===== src/rtl/mem_arb_pkg.sv =====
// mem_arb_pkg: shared types and constants for the memory bus arbiter.
//   state_e : sequencer states (IDLE / BUSY / RESP)
//   owner_e : which requester owns the current bus access (CORE / DMA)
//   kind_e  : access kind of the granted transfer (FETCH / READ / WRITE)
//   WAIT_W  : width of the wait-state counter (WAIT parameter range 0..7)
package mem_arb_pkg;

  typedef enum logic [1:0] {
    ST_IDLE = 2'd0,
    ST_BUSY = 2'd1,
    ST_RESP = 2'd2
  } state_e;

  typedef enum logic {
    OWN_CORE = 1'b0,
    OWN_DMA  = 1'b1
  } owner_e;

  typedef enum logic [1:0] {
    ACC_FETCH = 2'd0,
    ACC_READ  = 2'd1,
    ACC_WRITE = 2'd2
  } kind_e;

  localparam int WAIT_W = 3;

endpackage


===== src/rtl/mem_arb_rr.sv =====
// mem_arb_rr: two-way round-robin picker, purely combinational.
// Ports:
//   req_core_i  in  core has a request pending
//   req_dma_i   in  DMA has a request pending
//   last_dma_i  in  previous grant went to DMA (1) or core (0)
//   grant_o     out 1 = grant DMA, 0 = grant core (meaningful only when a
//                   request is pending)
module mem_arb_rr
  import mem_arb_pkg::*;
(
  input  logic req_core_i,
  input  logic req_dma_i,
  input  logic last_dma_i,
  output logic grant_o
);

  always_comb begin
    grant_o = OWN_CORE;
    if (req_core_i && req_dma_i) begin
      // On a tie the requester that was not served last wins.
      grant_o = last_dma_i ? OWN_CORE : OWN_DMA;
    end else if (req_dma_i) begin
      grant_o = OWN_DMA;
    end
  end

endmodule


===== src/rtl/mem_arb.sv =====
// mem_arb: two-way memory bus arbiter and sequencer between the core's single
// memory port and a DMA requester. Drives a registered address phase, inserts
// WAIT programmable wait states, then waits for bus_ready, and returns a
// one-cycle completion pulse.
//
// Handshake: requests are levels. A requester raises its request with stable
// address/data/mask and holds them until its done pulse; the arbiter samples
// requests only in IDLE, so a level still high during the done (RESP) cycle is
// ignored. bus_ready is only looked at once the wait counter has reached zero.
//
// Build option: define MEM_ARB_DMA_EN to arbitrate the DMA port. Without it the
// DMA inputs are ignored, dma_gnt/dma_done/dma_rdata are 0 and the core is
// always granted.
//
// Ports:
//   clk, reset                  clock, synchronous active-low reset
//   c_ifetch/c_rstrobe/c_wmask  core fetch / read / write requests
//   c_addr, c_wdata, c_io       core word address, write data, IO select
//   c_idone/c_rdone/c_wdone     core completion pulses, c_rdata read data
//   dma_req/dma_we/dma_addr/dma_wdata/dma_wmask  DMA request
//   dma_gnt, dma_done, dma_rdata                 DMA grant/completion/data
//   bus_addr/bus_wdata/bus_be/bus_oe/bus_we/bus_io  registered bus outputs
//   bus_ready, bus_rdata        device handshake and read data
module mem_arb
  import mem_arb_pkg::*;
#(
  parameter int RV   = 16,
  parameter int VA   = RV,
  parameter int WAIT = 1
) (
  input  logic                 clk,
  input  logic                 reset,
  input  logic                 c_ifetch,
  input  logic [1:0]           c_rstrobe,
  input  logic [RV/8-1:0]      c_wmask,
  input  logic [VA-RV/16-1:0]  c_addr,
  input  logic [RV-1:0]        c_wdata,
  input  logic                 c_io,
  output logic                 c_idone,
  output logic                 c_rdone,
  output logic                 c_wdone,
  output logic [RV-1:0]        c_rdata,
  input  logic                 dma_req,
  input  logic                 dma_we,
  input  logic [VA-RV/16-1:0]  dma_addr,
  input  logic [RV-1:0]        dma_wdata,
  input  logic [RV/8-1:0]      dma_wmask,
  output logic                 dma_gnt,
  output logic                 dma_done,
  output logic [RV-1:0]        dma_rdata,
  output logic [VA-RV/16-1:0]  bus_addr,
  output logic [RV-1:0]        bus_wdata,
  output logic [RV/8-1:0]      bus_be,
  output logic                 bus_oe,
  output logic                 bus_we,
  output logic                 bus_io,
  input  logic                 bus_ready,
  input  logic [RV-1:0]        bus_rdata
);

  localparam int AW = VA - RV/16;
  localparam int BW = RV/8;
  localparam logic [WAIT_W-1:0] WAIT_LD = WAIT_W'(WAIT);
  localparam logic [WAIT_W-1:0] CNT_ONE = WAIT_W'(1);

  state_e            state_q;
  owner_e            owner_q;
  kind_e             kind_q;
  logic [WAIT_W-1:0] cnt_q;
  logic [AW-1:0]     bus_addr_q;
  logic [RV-1:0]     bus_wdata_q;
  logic [BW-1:0]     bus_be_q;
  logic              bus_oe_q;
  logic              bus_we_q;
  logic              bus_io_q;
  logic              c_idone_q;
  logic              c_rdone_q;
  logic              c_wdone_q;
  logic [RV-1:0]     c_rdata_q;

  // Core request decode; write beats read beats fetch when several are up.
  kind_e         core_kind;
  logic [BW-1:0] core_be;
  logic          core_req;

  always_comb begin
    core_kind = ACC_FETCH;
    core_be   = '1;
    if (|c_wmask) begin
      core_kind = ACC_WRITE;
      core_be   = c_wmask;
    end else if (|c_rstrobe) begin
      core_kind    = ACC_READ;
      core_be      = '0;
      core_be[1:0] = c_rstrobe;
    end
  end

  assign core_req = c_ifetch | (|c_rstrobe) | (|c_wmask);

  owner_e win;
  logic   any_req;

`ifdef MEM_ARB_DMA_EN
  owner_e        last_q;
  logic          dma_gnt_q;
  logic          dma_done_q;
  logic [RV-1:0] dma_rdata_q;
  logic          rr_grant;

  mem_arb_rr u_rr (
    .req_core_i (core_req),
    .req_dma_i  (dma_req),
    .last_dma_i (last_q == OWN_DMA),
    .grant_o    (rr_grant)
  );

  assign win       = rr_grant ? OWN_DMA : OWN_CORE;
  assign any_req   = core_req | dma_req;
  assign dma_gnt   = dma_gnt_q;
  assign dma_done  = dma_done_q;
  assign dma_rdata = dma_rdata_q;
`else
  logic unused_dma;
  assign unused_dma = ^{dma_req, dma_we, dma_addr, dma_wdata, dma_wmask};
  assign win        = OWN_CORE;
  assign any_req    = core_req;
  assign dma_gnt    = 1'b0;
  assign dma_done   = 1'b0;
  assign dma_rdata  = '0;
`endif

  always_ff @(posedge clk) begin
    if (!reset) begin
      state_q     <= ST_IDLE;
      owner_q     <= OWN_CORE;
      kind_q      <= ACC_FETCH;
      cnt_q       <= '0;
      bus_addr_q  <= '0;
      bus_wdata_q <= '0;
      bus_be_q    <= '0;
      bus_oe_q    <= 1'b0;
      bus_we_q    <= 1'b0;
      bus_io_q    <= 1'b0;
      c_idone_q   <= 1'b0;
      c_rdone_q   <= 1'b0;
      c_wdone_q   <= 1'b0;
      c_rdata_q   <= '0;
`ifdef MEM_ARB_DMA_EN
      last_q      <= OWN_DMA;   // core wins the first tie after reset
      dma_gnt_q   <= 1'b0;
      dma_done_q  <= 1'b0;
      dma_rdata_q <= '0;
`endif
    end else begin
      // Done outputs are single-cycle pulses.
      c_idone_q <= 1'b0;
      c_rdone_q <= 1'b0;
      c_wdone_q <= 1'b0;
`ifdef MEM_ARB_DMA_EN
      dma_done_q <= 1'b0;
`endif
      case (state_q)
        ST_IDLE: begin
          if (any_req) begin
            owner_q <= win;
            cnt_q   <= WAIT_LD;
            state_q <= ST_BUSY;
            if (win == OWN_CORE) begin
              kind_q      <= core_kind;
              bus_addr_q  <= c_addr;
              bus_wdata_q <= c_wdata;
              bus_be_q    <= core_be;
              bus_oe_q    <= (core_kind != ACC_WRITE);
              bus_we_q    <= (core_kind == ACC_WRITE);
              bus_io_q    <= c_io;
            end
`ifdef MEM_ARB_DMA_EN
            else begin
              dma_gnt_q   <= 1'b1;
              kind_q      <= dma_we ? ACC_WRITE : ACC_READ;
              bus_addr_q  <= dma_addr;
              bus_wdata_q <= dma_wdata;
              bus_be_q    <= dma_we ? dma_wmask : '1;
              bus_oe_q    <= ~dma_we;
              bus_we_q    <= dma_we;
              bus_io_q    <= 1'b0;
            end
`endif
          end
        end

        ST_BUSY: begin
          // Minimum wait states first; bus_ready only counts after that.
          if (cnt_q != '0) begin
            cnt_q <= cnt_q - CNT_ONE;
          end else if (bus_ready) begin
            bus_oe_q <= 1'b0;
            bus_we_q <= 1'b0;
            bus_be_q <= '0;
            bus_io_q <= 1'b0;
            state_q  <= ST_RESP;
            if (owner_q == OWN_CORE) begin
              if (kind_q != ACC_WRITE) c_rdata_q <= bus_rdata;
              c_idone_q <= (kind_q == ACC_FETCH);
              c_rdone_q <= (kind_q == ACC_READ);
              c_wdone_q <= (kind_q == ACC_WRITE);
            end
`ifdef MEM_ARB_DMA_EN
            else begin
              if (kind_q != ACC_WRITE) dma_rdata_q <= bus_rdata;
              dma_done_q <= 1'b1;
            end
`endif
          end
        end

        ST_RESP: begin
          // Requester still shows its level this cycle; do not re-arbitrate.
          state_q <= ST_IDLE;
`ifdef MEM_ARB_DMA_EN
          dma_gnt_q <= 1'b0;
          last_q    <= owner_q;
`endif
        end

        default: state_q <= ST_IDLE;
      endcase
    end
  end

  assign bus_addr  = bus_addr_q;
  assign bus_wdata = bus_wdata_q;
  assign bus_be    = bus_be_q;
  assign bus_oe    = bus_oe_q;
  assign bus_we    = bus_we_q;
  assign bus_io    = bus_io_q;
  assign c_idone   = c_idone_q;
  assign c_rdone   = c_rdone_q;
  assign c_wdone   = c_wdone_q;
  assign c_rdata   = c_rdata_q;

endmodule

===== config.mk =====
export PLATFORM = sky130hd
export DESIGN_NAME = mem_arb
export DESIGN_NICKNAME = d
export VERILOG_FILES = /design/src/rtl/mem_arb_pkg.sv /design/src/rtl/mem_arb_rr.sv /design/src/rtl/mem_arb.sv
export SDC_FILE = /design/constraint.sdc
export NUM_CORES = 1
export LEC_CHECK = 0
export CORE_ASPECT_RATIO = 0.6
export CORE_UTILIZATION = 36
export DETAILED_ROUTE_END_ITERATION = 10
export PLACE_DENSITY = 0.8
export SYNTH_ARGS = -nofsm -noshare
export SYNTH_HDL_FRONTEND = slang
export SYNTH_HIERARCHICAL = 1
export SYNTH_SLANG_ARGS = --single-unit

===== constraint.sdc =====
create_clock -name clk -period 2.05 [get_ports clk]
set_input_delay 0.3075 -clock clk [delete_from_list [all_inputs] [get_ports clk]]
set_output_delay 0.3075 -clock clk [all_outputs]
set_load 0.02 [all_outputs]

==> metrics <==
status=complete, no violations; global-route wire length before repair=9220 um; Arr. time, crit path=1.84 ns; Main synth FF type=dfxtp_1; FILL cells=608; Fin Setup TNS=0 ns; row cnt=23; vias in the first global route=2113; Setup-failing EPs final=0; Area growth syn-to-layout=56.0%; HPWL Detailed=4360 um; H-tree levels=3; fin area=3950 um2; Slew Limit Fails=0; Finished Core Util=58.6%; max cap viols=0; Post-CTS Hold Buffers=0; Comb pwr share=18.0%; pwr dens=912 nW/um2; Max FO, Critical Path=32; Async S/R FF share, synth=0%; CP max stage cell=dfxtp_1; reg2reg setup slack=0.44 ns; Initial Util=37.6%; EDFF count, synth=0; worst-skew pair later-pin latency=0.31 ns; post-synthesis sequential area ratio=49.0%; Nets=504; Crit path max-delay family=simple AND/OR/NAND/NOR gates; largest stage delay on the critical path=0.33 ns; Die H=67.0 um; Seq cells post-synth=62; Final Cycle Share=78.3%; DR DRC count=0; DRT Wirelength=6050 um; CTS tree=done; CTS clk-pin slew, worst paths=0.05 ns; critical path type=reg -> reg; Synth Instances=309; crit path capture type=flip-flop; Worst Path Buf+Inv=2; skew final=0.00596 ns; deepest clock path buffer count=2; mean post-synth cell area=8.19 um2; end of the critical path=c_rdata[1]; Diodes inserted=0; CP Launch Type=flip-flop; hold wc startpoint=bus_wdata[4]; Reg power frac=37.4%; post-DR vias/cell=4.74; RePlAce Congestion=0.783; Reg-to-Reg End=c_rdata[1]; largest net degree at the start of global routing=67; Synth Warn #=6; Max Clock Freq=623 MHz; Crit. path cell count=7; clock group share of total power=44.6%; Worst Setup SP=cnt_q[0]; Initial DRC Count=149; initial antenna violation count=0; IO Pins=164; leakage power=1.48 nW; final hold vios=0; Register-to-Register Path Depth=7; CTS sink cnt=62; internal power=0.00270 W; gr usage total=16.5%; vias=2384; die area=7380 um2; Hold Path Class=reg -> reg; switching pwr=0.000903 W; Yosys top cell by area=dfxtp_1; WL/cell=12.0 um; Routed Antenna Nets=0; # Post-CTS Setup Buffers=0; library cells used by synthesis=35; PortBufs=110; CP cell instances=inv_1 > ha_1 > nor2b_1 > and4b_1 > buf_4 > nand3_1 > o21ai_0; layout cells sized above 1=6.01%; worst reg2reg startpoint=cnt_q[0]; Congestion Overflow GR=0; switching fraction of total power=25.1%; VDD IR-drop max=0.443 mV; synthesized area=2530 um2; Post-Place Cell Area=3620 um2; root buffer selected by CTS=clkbuf_16; unrepaired setup endpoints after global routing=no; min Tclk post-route=1.61 ns; Die X-Extent=110 um; post-CTS resize count=0; top cell type's share of synthesized area=49.0%; WP data required=2.28 ns; top cells by area, synth=dfxtp_1 (49%), nand3_1 (11%), o21ai_0 (9.5%); drt pass-1 iters=4; core area=6730 um2; total CTS buffers=9
==> sequential cells by signal, indices dropped and copies added, names as in the netlist <==
signal	flops
cnt_q	3
c_wdone	1
kind_q	2
bus_oe	1
bus_wdata	16
c_rdata	16
bus_io	1
state_q	2
c_rdone	1
c_idone	1
bus_addr	15
bus_we	1
bus_be	2
==> stage by stage <==
step                total power (W)  hold slack, ns  setup WS [ns]  cells
finish                      0.00360           0.454          0.445    503
global route                0.00377           0.452          0.281    503
CTS                         0.00365           0.430          0.438    503
detailed placement          0.00202           0.446          0.210    487
global placement            0.00200           0.437          0.262    487
floorplan                   0.00173           0.434          0.491    326
==> placed cells by master (no fill, tap or decap), drive strengths merged <==
cell           instances
clkdlybuf4s50        109
dfxtp                 62
nand3                 56
o21ai                 55
nand2                 52
conb                  18
clkbuf                10
buf                    7
inv                    5
nor2                   4
nor2b                  3
o211ai                 3
nor3                   3
nand2b                 2
a211oi                 2
a21oi                  2
and2                   2
ha                     2
bufinv                 2
clkinv                 2
clkinvlp               2
a21boi                 2
and2b                  1
and4b                  1
and3b                  1
nor4b                  1
nand3b                 1
nand4                  1
nor3b                  1
mux2i                  1
o211a                  1
and3                   1
o31ai                  1
==> layout make-up <==
type                            count  area [um2]  share of cell area, %
Timing Repair Buffer              116        1170                   29.6
Sequential cell                    62        1240                   31.4
Multi-Input combinational cell    217        1090                   27.5
Tap cell                           87         109                   2.76
Inverter                            5        18.8                  0.475
Clock inverter                      6        85.1                   2.16
Clock buffer                       10         239                   6.05
==> Yosys cell counts, types with 3 or more instances <==
library cell,count
buf_2,10
buf_4,20
clkbuf_1,8
clkbuf_2,3
dfxtp_1,62
inv_1,5
nand2_1,52
nand3_1,56
nor2_1,4
nor2b_1,3
o211ai_1,3
o21ai_0,48
o21ai_1,7
==> worst register-to-register path, cell delays in order, from the launching register on <==
cell     delay [ns]
dfxtp_1        0.33
inv_1          0.09
ha_1           0.17
nor2b_1        0.22
and4b_1        0.22
buf_4          0.29
nand3_1        0.12
o21ai_0        0.09
==> layer usage <==
metal,up-vias,routed length [um],track usage [%]
met1,1079,2810,19.6
met3,2,561,8.12
met4,0,19,5.10
met5,-,0,0
li1,1221,-,-
met2,82,2670,26.2
==> worst min path at each step <==
| stage | endpoint | slack (ns) | cells after the start |
|---|---|---|---|
| after floorplan | c_idone | 0.43 | 1 |
| after global placement | c_rdata[8] | 0.44 | 2 |
| after detailed placement | c_rdata[5] | 0.45 | 2 |
| after CTS | c_rdata[5] | 0.43 | 3 |
| after global routing | cnt_q[0] | 0.45 | 2 |
| final | bus_wdata[4] | 0.45 | 2 |
==> cell families after synthesis <==
family / count (synthesis) / share of synthesized area (%)
AND/OR/NAND/NOR: 130 / 24.4
multiplexers: 1 / 0.395
other: 1 / 0.148
flip-flops: 62 / 49.0
adder cells (fa/ha/maj): 2 / 0.988
AO/OA/AOI/OAI: 66 / 14.5
buffers and inverters: 47 / 10.6
==> power by group through the flow <==
stage / logic (W) / registers, W / clock network [W]
floorplan: 0.000266 / 0.00146 / 0
detailed placement: 0.000648 / 0.00137 / 0
finish: 0.000647 / 0.00135 / 0.00160
global placement: 0.000634 / 0.00137 / 0
CTS: 0.000651 / 0.00135 / 0.00165
global route: 0.000701 / 0.00136 / 0.00171
Power figures use the tool's default switching activity.
==> variant: new RTL, config.mk and constraints unchanged <==
Change the package constant `WAIT_W` from 3 to 6.
--- a/src/rtl/mem_arb_pkg.sv
+++ b/src/rtl/mem_arb_pkg.sv
@@ -22,7 +22,7 @@
     ACC_WRITE = 2'd2
   } kind_e;
 
-  localparam int WAIT_W = 3;
+  localparam int WAIT_W = 6;
 
 endpackage
 
Behaviour: no difference found for any inputs over 10 cycles, from zero or initial values and one cycle with reset low; that may be too few to reach the edited logic, so the function may still have changed.
==> variant against the original RTL <==
Die area is 4.2% higher; power is 11% higher; routed wire length is 15% higher; critical path depth is 1 lower; synthesized area is 4.3% higher; design area is 4.6% higher; sequential cell count is 3 higher; worst setup slack worse by 0.19 ns; largest cell class unchanged; largest power group is now sequential cells; highest routed layer unchanged.
==> variant: results (changes against the original RTL) <==
[finish]
nonClockBufferCount=124  ; +6.9%
inverters=6  ; +1
clk_share_pct=7.12  ; -1.1 points
multi_input_area_um2=1170  ; +7.9%
fillerInstances=612  ; +0.66%
num-multi-input-gates=239  ; +10%
nonClkBufAreaFrac_pct=29.8  ; +0.21 points

[sta]
skew_ns=0.00341  ; -0.00255 ns
worst_slack_ns=0.258  ; -0.187 ns

[route]
wl_per_cell_um=13.0  ; +7.8%
vias=2528  ; +6.0%
vias_per_cell=4.71  ; -0.67%
drtPass1Iterations=6  ; +2
first_iter_violations=101  ; -32%
wl_met3_um=595  ; +6.1%

[yosys]
synth_area_leaders=dfxtp_1 49%, nand2_1 13%, a21oi_1 7.8%, buf_4 5.1%, nand3_1 4.0%
synth-compound-area-share_pct=14.2  ; -0.32 points
synth_adder_area_share_pct=0.947  ; -0.041 points
seq_area_frac_synth_pct=49.3  ; +0.23 points
synth_xor_area_share_pct=0.332  ; +0.33 points
yosys-mux-area-fraction_pct=1.14  ; +0.74 points
synth.distinct_cells=36  ; +2.9%
synth_commonest_cells=88 x nand2_1, 65 x dfxtp_1, 41 x a21oi_1

[pwr]
leakage_nw=1.61  ; +8.7%
power_frac_seq_pct=37.3  ; about the same
ir_drop_v=0.000684  ; +54%
p_sw_w=0.00117  ; +30%

[placed_design]
dp_slack_ns=-0.0163  ; -0.226 ns
postPlaceCellArea_um2=3840  ; +5.9%
dp_cells=521  ; +7.0%

[global_routing]
grt_use_met3_pct=8.50  ; +0.38 points
grt_max_degree=36  ; -46%
grt_pass1_wl_um=10800  ; +18%
grt_pass1_vias=2281  ; +8.0%
use_met2_pct=29.8  ; +3.6 points

[outcome]
status=complete, no violations

[worst_hold_path]
hp-start=bus_wdata[10]$_SDFFE_PN0P_

[setup_path]
r2r_end=c_rdone$_SDFF_PP0_
worstPathArrival_ns=2.03  ; +0.19 ns

[variant: cell types whose count changed in the layout (fill, tap and decap cells not counted), sizes merged, moves of 3 or more]
cell	change
buf	+7
o211ai	-3
dfxtp	+3
clkbuf	+4
nand3	-35
nor2	+7
nand2	+36
nand2b	+3
a21oi	+39
o21ai	-32
[variant: worst max-delay path by stage]
stage | startpoint | to | cells after the start
after detailed placement | c_rstrobe[0] | bus_io$_SDFFE_PN0P_ | 6
after global routing | cnt_q[0]$_SDFFE_PN0P_ | c_rdone$_SDFF_PP0_ | 6
final | cnt_q[0]$_SDFFE_PN0P_ | c_rdone$_SDFF_PP0_ | 6
after CTS | cnt_q[2]$_SDFFE_PN0P_ | c_rdone$_SDFF_PP0_ | 4
after floorplan | cnt_q[2]$_SDFFE_PN0P_ | c_rdone$_SDFF_PP0_ | 5
after global placement | c_rstrobe[0] | bus_we$_SDFFE_PN0P_ | 6
